$ cat src/rtl/hdmi_cfg_pkg.sv
// Shared types and the default register-write table for the HDMI transmitter
// configuration sequencer.
package hdmi_cfg_pkg;

  typedef enum logic [2:0] {
    S_WAIT_HPD,
    S_ISSUE,
    S_WAIT_RESP,
    S_GAP,
    S_DONE,
    S_ERROR
  } state_t;

  typedef struct packed {
    logic [7:0] reg_addr;
    logic [7:0] data;
  } entry_t;

  localparam int unsigned DEFAULT_NUM_REGS = 20;

  // Power-up first, then fixed registers, then video setup.
  function automatic entry_t default_entry(input int unsigned idx);
    entry_t e;
    case (idx)
      0:       e = '{8'h41, 8'h10};
      1:       e = '{8'h98, 8'h03};
      2:       e = '{8'h9A, 8'hE0};
      3:       e = '{8'h9C, 8'h30};
      4:       e = '{8'h9D, 8'h61};
      5:       e = '{8'hA2, 8'hA4};
      6:       e = '{8'hA3, 8'hA4};
      7:       e = '{8'hE0, 8'hD0};
      8:       e = '{8'hF9, 8'h00};
      9:       e = '{8'h15, 8'h00};
      10:      e = '{8'h16, 8'h30};
      11:      e = '{8'h17, 8'h02};
      12:      e = '{8'h18, 8'h46};
      13:      e = '{8'hAF, 8'h04};
      14:      e = '{8'h55, 8'h10};
      15:      e = '{8'h56, 8'h08};
      16:      e = '{8'h96, 8'hF6};
      17:      e = '{8'h73, 8'h01};
      18:      e = '{8'h76, 8'h1F};
      19:      e = '{8'hD6, 8'hC0};
      default: e = '0;
    endcase
    return e;
  endfunction

endpackage

$ cat src/rtl/hdmi_cfg_rom.sv
// Combinational index-to-entry lookup; swap this file to change the table.
module hdmi_cfg_rom
  import hdmi_cfg_pkg::*;
#(
  parameter int unsigned NUM_REGS = DEFAULT_NUM_REGS,
  parameter int unsigned IDX_W    = 5
) (
  input  logic [IDX_W-1:0] idx_i,
  output entry_t           entry_o
);

  always_comb begin
    entry_o = '0;
    if (32'(idx_i) < NUM_REGS) entry_o = default_entry(32'(idx_i));
  end

endmodule

$ cat src/rtl/hdmi_cfg_sequencer.sv
// HDMI transmitter configuration sequencer: qualifies hot-plug, then writes
// the register table through the I2C byte master with NACK retries.
module hdmi_cfg_sequencer
  import hdmi_cfg_pkg::*;
#(
  parameter int unsigned NUM_REGS   = 20,
  parameter logic [6:0]  SLAVE_ADDR = 7'h39,
  parameter int unsigned MAX_RETRY  = 3,
  parameter int unsigned GAP_CYCLES = 16,
  parameter int unsigned HPD_STABLE = 1024,
  localparam int unsigned IDX_W     = (NUM_REGS > 1) ? $clog2(NUM_REGS) : 1
) (
  input  logic             CLK_I2C,
  input  logic             RST_n,
  input  logic             START,
  input  logic             HPD,
  output logic             WR_VALID,
  input  logic             WR_READY,
  output logic [6:0]       WR_SLAVE,
  output logic [7:0]       WR_REG,
  output logic [7:0]       WR_DATA,
  input  logic             RESP_VALID,
  input  logic             RESP_NACK,
  output logic             BUSY,
  output logic             CFG_DONE,
  output logic             CFG_ERR,
  output logic [IDX_W-1:0] CUR_IDX
);

  localparam int unsigned HPD_W = (HPD_STABLE > 1) ? $clog2(HPD_STABLE) : 1;
  localparam int unsigned GAP_W = (GAP_CYCLES > 1) ? $clog2(GAP_CYCLES) : 1;
  localparam int unsigned RTY_W = (MAX_RETRY > 0) ? $clog2(MAX_RETRY + 1) : 1;
  localparam logic [HPD_W-1:0] HPD_LAST = HPD_W'(HPD_STABLE - 1);
  localparam logic [GAP_W-1:0] GAP_LAST = GAP_W'(GAP_CYCLES - 1);
  localparam logic [RTY_W-1:0] RTY_MAX  = RTY_W'(MAX_RETRY);
  localparam logic [IDX_W-1:0] IDX_LAST = IDX_W'(NUM_REGS - 1);

  state_t             state_q, state_d;
  logic [IDX_W-1:0]   idx_q, idx_d;
  logic [RTY_W-1:0]   retry_q, retry_d;
  logic [HPD_W-1:0]   hpd_cnt_q, hpd_cnt_d;
  logic [GAP_W-1:0]   gap_q, gap_d;
  logic               pend_q, pend_d;
  logic               hpd_stable, abort_req, restart, advance, issue;
  entry_t             entry;

  hdmi_cfg_rom #(
    .NUM_REGS (NUM_REGS),
    .IDX_W    (IDX_W)
  ) u_rom (
    .idx_i   (idx_q),
    .entry_o (entry)
  );

  // Stability counter runs in every state so a START with HPD already
  // qualified re-enters ISSUE without another full qualification window.
  always_comb begin
    hpd_cnt_d = hpd_cnt_q;
    if (!HPD)                      hpd_cnt_d = '0;
    else if (hpd_cnt_q != HPD_LAST) hpd_cnt_d = hpd_cnt_q + HPD_W'(1);
  end

  assign hpd_stable = HPD && (hpd_cnt_q == HPD_LAST);
  assign abort_req  = START || !HPD;

  always_comb begin
    state_d = state_q;
    idx_d   = idx_q;
    retry_d = retry_q;
    gap_d   = gap_q;
    pend_d  = pend_q;
    restart = 1'b0;
    advance = 1'b0;
    case (state_q)
      S_WAIT_HPD: begin
        if (START)           restart = 1'b1;
        else if (hpd_stable) state_d = S_ISSUE;
      end
      // An accepted request is never abandoned; an abort in the same cycle
      // becomes pending and is applied when the response arrives.
      S_ISSUE: begin
        if (WR_READY) begin
          state_d = S_WAIT_RESP;
          pend_d  = abort_req;
        end else if (abort_req) begin
          restart = 1'b1;
        end
      end
      S_WAIT_RESP: begin
        if (RESP_VALID) begin
          if (pend_q || abort_req) begin
            restart = 1'b1;
          end else if (RESP_NACK) begin
            if (retry_q == RTY_MAX) state_d = S_ERROR;
            else begin
              retry_d = retry_q + RTY_W'(1);
              advance = 1'b1;
            end
          end else begin
            retry_d = '0;
            if (idx_q == IDX_LAST) state_d = S_DONE;
            else begin
              idx_d   = idx_q + IDX_W'(1);
              advance = 1'b1;
            end
          end
        end else if (abort_req) begin
          pend_d = 1'b1;
        end
      end
      S_GAP: begin
        if (abort_req)              restart = 1'b1;
        else if (gap_q == GAP_LAST) state_d = S_ISSUE;
        else                        gap_d   = gap_q + GAP_W'(1);
      end
      S_DONE, S_ERROR: begin
        if (abort_req) restart = 1'b1;
      end
      default: restart = 1'b1;
    endcase
    if (advance) begin
      gap_d   = '0;
      state_d = (GAP_CYCLES == 0) ? S_ISSUE : S_GAP;
    end
    if (restart) begin
      state_d = S_WAIT_HPD;
      idx_d   = '0;
      retry_d = '0;
      pend_d  = 1'b0;
    end
  end

  always_ff @(posedge CLK_I2C or negedge RST_n) begin
    if (!RST_n) begin
      state_q   <= S_WAIT_HPD;
      idx_q     <= '0;
      retry_q   <= '0;
      hpd_cnt_q <= '0;
      gap_q     <= '0;
      pend_q    <= 1'b0;
    end else begin
      state_q   <= state_d;
      idx_q     <= idx_d;
      retry_q   <= retry_d;
      hpd_cnt_q <= hpd_cnt_d;
      gap_q     <= gap_d;
      pend_q    <= pend_d;
    end
  end

  assign issue    = (state_q == S_ISSUE);
  assign WR_VALID = issue;
  assign WR_SLAVE = issue ? SLAVE_ADDR     : '0;
  assign WR_REG   = issue ? entry.reg_addr : '0;
  assign WR_DATA  = issue ? entry.data     : '0;
  assign BUSY     = issue || (state_q == S_WAIT_RESP) || (state_q == S_GAP);
  assign CFG_DONE = (state_q == S_DONE);
  assign CFG_ERR  = (state_q == S_ERROR);
  assign CUR_IDX  = idx_q;

endmodule

$ cat config.mk
export PLATFORM = sky130hd
export DESIGN_NAME = hdmi_cfg_sequencer
export DESIGN_NICKNAME = d
export VERILOG_FILES = /design/src/rtl/hdmi_cfg_pkg.sv /design/src/rtl/hdmi_cfg_rom.sv /design/src/rtl/hdmi_cfg_sequencer.sv
export SDC_FILE = /design/constraint.sdc
export NUM_CORES = 1
export LEC_CHECK = 0
export BUFFER_PORTS_ARGS = -buffer_cell sky130_fd_sc_hd__buf_2
export CORE_MARGIN = 3
export CORE_UTILIZATION = 25
export DETAILED_ROUTE_END_ITERATION = 12
export HOLD_SLACK_MARGIN = 0.08
export PLACE_DENSITY_LB_ADDON = 0.12
export SLEW_MARGIN = 20
export SYNTH_ARGS = -nofsm -noshare
export SYNTH_HDL_FRONTEND = slang
export SYNTH_SLANG_ARGS = --single-unit
$ cat constraint.sdc
create_clock -name CLK_I2C -period 3.9 [get_ports CLK_I2C]
set_input_delay 0.195 -clock CLK_I2C [delete_from_list [all_inputs] [get_ports CLK_I2C]]
set_output_delay 0.195 -clock CLK_I2C [all_outputs]
set_load 0.05 [all_outputs]
==> impl_metrics.tcl <==
set metrics [dict create \
    final_common_cell "sky130_fd_sc_hd__buf_2" \
    io_buffers 35 \
    groute.layer.met1.usage 0.159 \
    initial_standard_cell_utilization_of_the_core 0.258 \
    io_pins 39 \
    vias 1964 \
    mostFrequentLayoutCells "sky130_fd_sc_hd__buf_2 (35), sky130_fd_sc_hd__nor2_1 (34), sky130_fd_sc_hd__dfrtp_1 (25), sky130_fd_sc_hd__a21oi_1 (21), sky130_fd_sc_hd__nand2_1 (21)" \
    ys.flop_type "sky130_fd_sc_hd__dfrtp_1" \
    detail-route-antenna-nets 0 \
    maximum_clock_rate_mhz 362 \
    num_rows 33 \
    synth_area_sq_um 2130 \
    whs_ns 0.215 \
    grtUsageMet3 0.0186 \
    drt-initial-drc-count 134 \
    cts.repair_timing.setup_buffer_count 0 \
    crit_path_top_delay_cell "sky130_fd_sc_hd__dfrtp_1" \
    globalplace.congestion 0.770 \
    placed_cells 385 \
    cts_htree_levels 1 \
    grt_util_all_layers 0.120 \
    core_area_sq_um 8260 \
    path_type_of_the_worst_setup_path "reg -> out" \
    finish.cell_count_without_fillers 390 \
    report.final.hold_viol_count 0 \
    first_global_vias 1939 \
    floorplan.die.width_um 98.4 \
    insertedDiodeCount 0 \
    synth_edf_count 0 \
    via_per_inst 5.04 \
    syn2layout_area_growth_pct 11.8 \
    design.die.area_sq_um 9680 \
    synthesis.instances 264 \
    synth.yosys.seq_area_share 0.293 \
    wirelength_mm 5.63 \
    maxCapViolCount 0 \
    path_cells "inv_1 -> ha_1 -> nand2b_1 -> a21oi_1 -> a31oi_1 -> nor2_1 -> o21a_1 -> buf_2" \
    multiInputGateArea_sq_um 1340 \
    final_max_tran_viols 0 \
    first_pass_grt_wire_length_mm 9.69 \
    rsz0062_at_grt "no" \
    cp_data_required_time_ns 3.70 \
    power_density_of_the_placed_cells_nw_per_um2 390 \
    clock_sinks 25 \
    final_nets 305 \
    dp_hpwl_mm 4.15 \
    ys_ff_latch 25 \
    synth-async-reset-ratio 1.00 \
    critical_path.startpoint_type "flop" \
    number_of_antenna_violations_at_the_first_check_in_global_routing 0 \
    use_met2 0.202 \
    clk-insertion-delay-late_ns 0.27 \
    drc_errors 0 \
    min-delay-path-class "in -> reg" \
    layout.area.seq_sq_um 626 \
    top_usage_layer "met2" \
    fillers 912 \
    timing_worst_slew_pin_value_ns 0.840 \
    finClkSkew_ns 0.00403 \
    static-leakage-power_nw 1.06 \
    drt-pass1-iter-count 4 \
    cpPeakStageDelay_ns 0.60 \
    layout-drive-gt1-share 0.179 \
    chip_height_um 98.4 \
    yosys_warnings 0 \
    min_period_ns 2.76 \
    cts_made_buffers 3 \
    critPathCaptureType "primary output" \
    preCtsSetupSlack_ns 1.47 \
    timing.final.crit_share 0.707 \
    ir_worst_vdd_mv 0.187 \
    report.final.setup_viol 0 \
    result_of_the_run "finished clean" \
    ctsLongestPathBuffers 2 \
    synth_cell_type_count 55 \
    critical_path_fanout_max 12 \
    cts_tree "built" \
    wire_per_inst_um 14.4 \
    design_power_total_uw 930 \
    fin_tns_setup_ns 0 \
    grt_max_degree 30 \
    setup_ws_ns 1.14 \
    grt_remaining_overflow 0 \
    synthesis.area_per_instance_sq_um 8.08 \
    root_buffer "sky130_fd_sc_hd__clkbuf_8" \
    slew_headroom 0.440 \
    worst_ep_arrival_time_ns 2.56 \
    clk_pin_slew_ns 0.09 \
]
## repair_timing
item                                    CTS  global route
hold buffers                              1             0
resized for setup                         0             0
endpoints found under the setup margin    0             0
hold endpoints to repair                 25             0
## sequential cells by signal (all words and copies together), names as in the netlist
name and flops:
state_q 3, CUR_IDX 5, retry_q 2, hpd_cnt_q 10, gap_q 4, pend_q 1
## final cells by class
| cell class | instances | share of cell area |
|---|---|---|
| Multi-Input combinational cell | 207 | 0.561 |
| Tap cell | 105 | 0.0551 |
| Clock buffer | 4 | 0.0189 |
| Sequential cell | 25 | 0.262 |
| Inverter | 12 | 0.0220 |
| Timing Repair Buffer | 37 | 0.0808 |
## per-stage QoR
step                       util  cell area [sq um]
after floorplan               -               2140
after global placement    0.282               2330
after detailed placement  0.282               2330
after CTS                 0.289               2390
after global routing      0.289               2390
final                     0.289               2390
## where the power goes
part / switching (mW) / internal (mW)
sequential: 0.0473 / 0.287
combinational: 0.313 / 0.124
clock: 0.0857 / 0.0731
## critical path: cells and delay by family, from the launching register on
family / cells / cell delay [ns]
flops: 1 / 0.60
buf+inv: 2 / 0.48
fa+ha+maj: 1 / 0.47
compound gates: 3 / 0.38
simple gates: 2 / 0.37
## path summary, 6_finish.rpt
| path | startpoint | to | slack (ns) | cells after the start |
|---|---|---|---|---|
| min | HPD | hpd_cnt_q[3] | 0.21 | 3 |
| min in group asynchronous | RST_n | hpd_cnt_q[2] | 0.47 | 2 |
| max | CUR_IDX[1] | WR_DATA[6] | 1.14 | 8 |
| min reg2reg | gap_q[3] | gap_q[3] | 0.47 | 1 |
| max in group asynchronous | RST_n | state_q[0] | 3.03 | 2 |
| max reg2reg | state_q[0] | state_q[0] | 1.63 | 6 |
## routing by layer
layer / routed length (um) / vias up
li1: - / 986
met1: 2700 / 923
met2: 2630 / 51
met3: 243 / 4
met4: 58 / 0
met5: 0 / -
## kinds of logic (layout without fill, tap and decap cells)
group | count (synthesis) | in the layout | synth area share
and+or+nand+nor | 108 | 108 | 0.261
AOI/OAI and AO/OA | 70 | 70 | 0.222
buffers and inverters | 34 | 53 | 0.0839
DFF | 25 | 25 | 0.293
adders and majority gates | 12 | 12 | 0.0704
xor gates and xnor gates | 7 | 7 | 0.0287
muxes | 7 | 7 | 0.0387
other | 1 | 3 | 0.00176
## Yosys cell counts, drive strengths merged (2+ instances only)
cell type | instances | area share
a2111oi | 2 | 0.0082
a211oi | 2 | 0.0070
a21o | 2 | 0.0070
a21oi | 24 | 0.062
a221o | 2 | 0.0094
a311oi | 2 | 0.0082
a31oi | 7 | 0.021
and3 | 4 | 0.012
and4 | 3 | 0.012
buf | 13 | 0.043
clkbuf | 9 | 0.016
dfrtp | 25 | 0.29
ha | 12 | 0.070
inv | 12 | 0.025
mux2i | 6 | 0.028
nand2 | 21 | 0.037
nand2b | 5 | 0.015
nand3 | 9 | 0.021
nand4 | 3 | 0.0088
nand4b | 2 | 0.0082
nor2 | 34 | 0.060
nor2b | 4 | 0.012
nor3 | 11 | 0.026
nor3b | 3 | 0.013
o21a | 3 | 0.011
o21ai | 14 | 0.033
o32a | 2 | 0.0094
o32ai | 2 | 0.012
or3 | 4 | 0.014
xnor2 | 4 | 0.016
xor2 | 3 | 0.012
(Power assumes the default switching activity.)
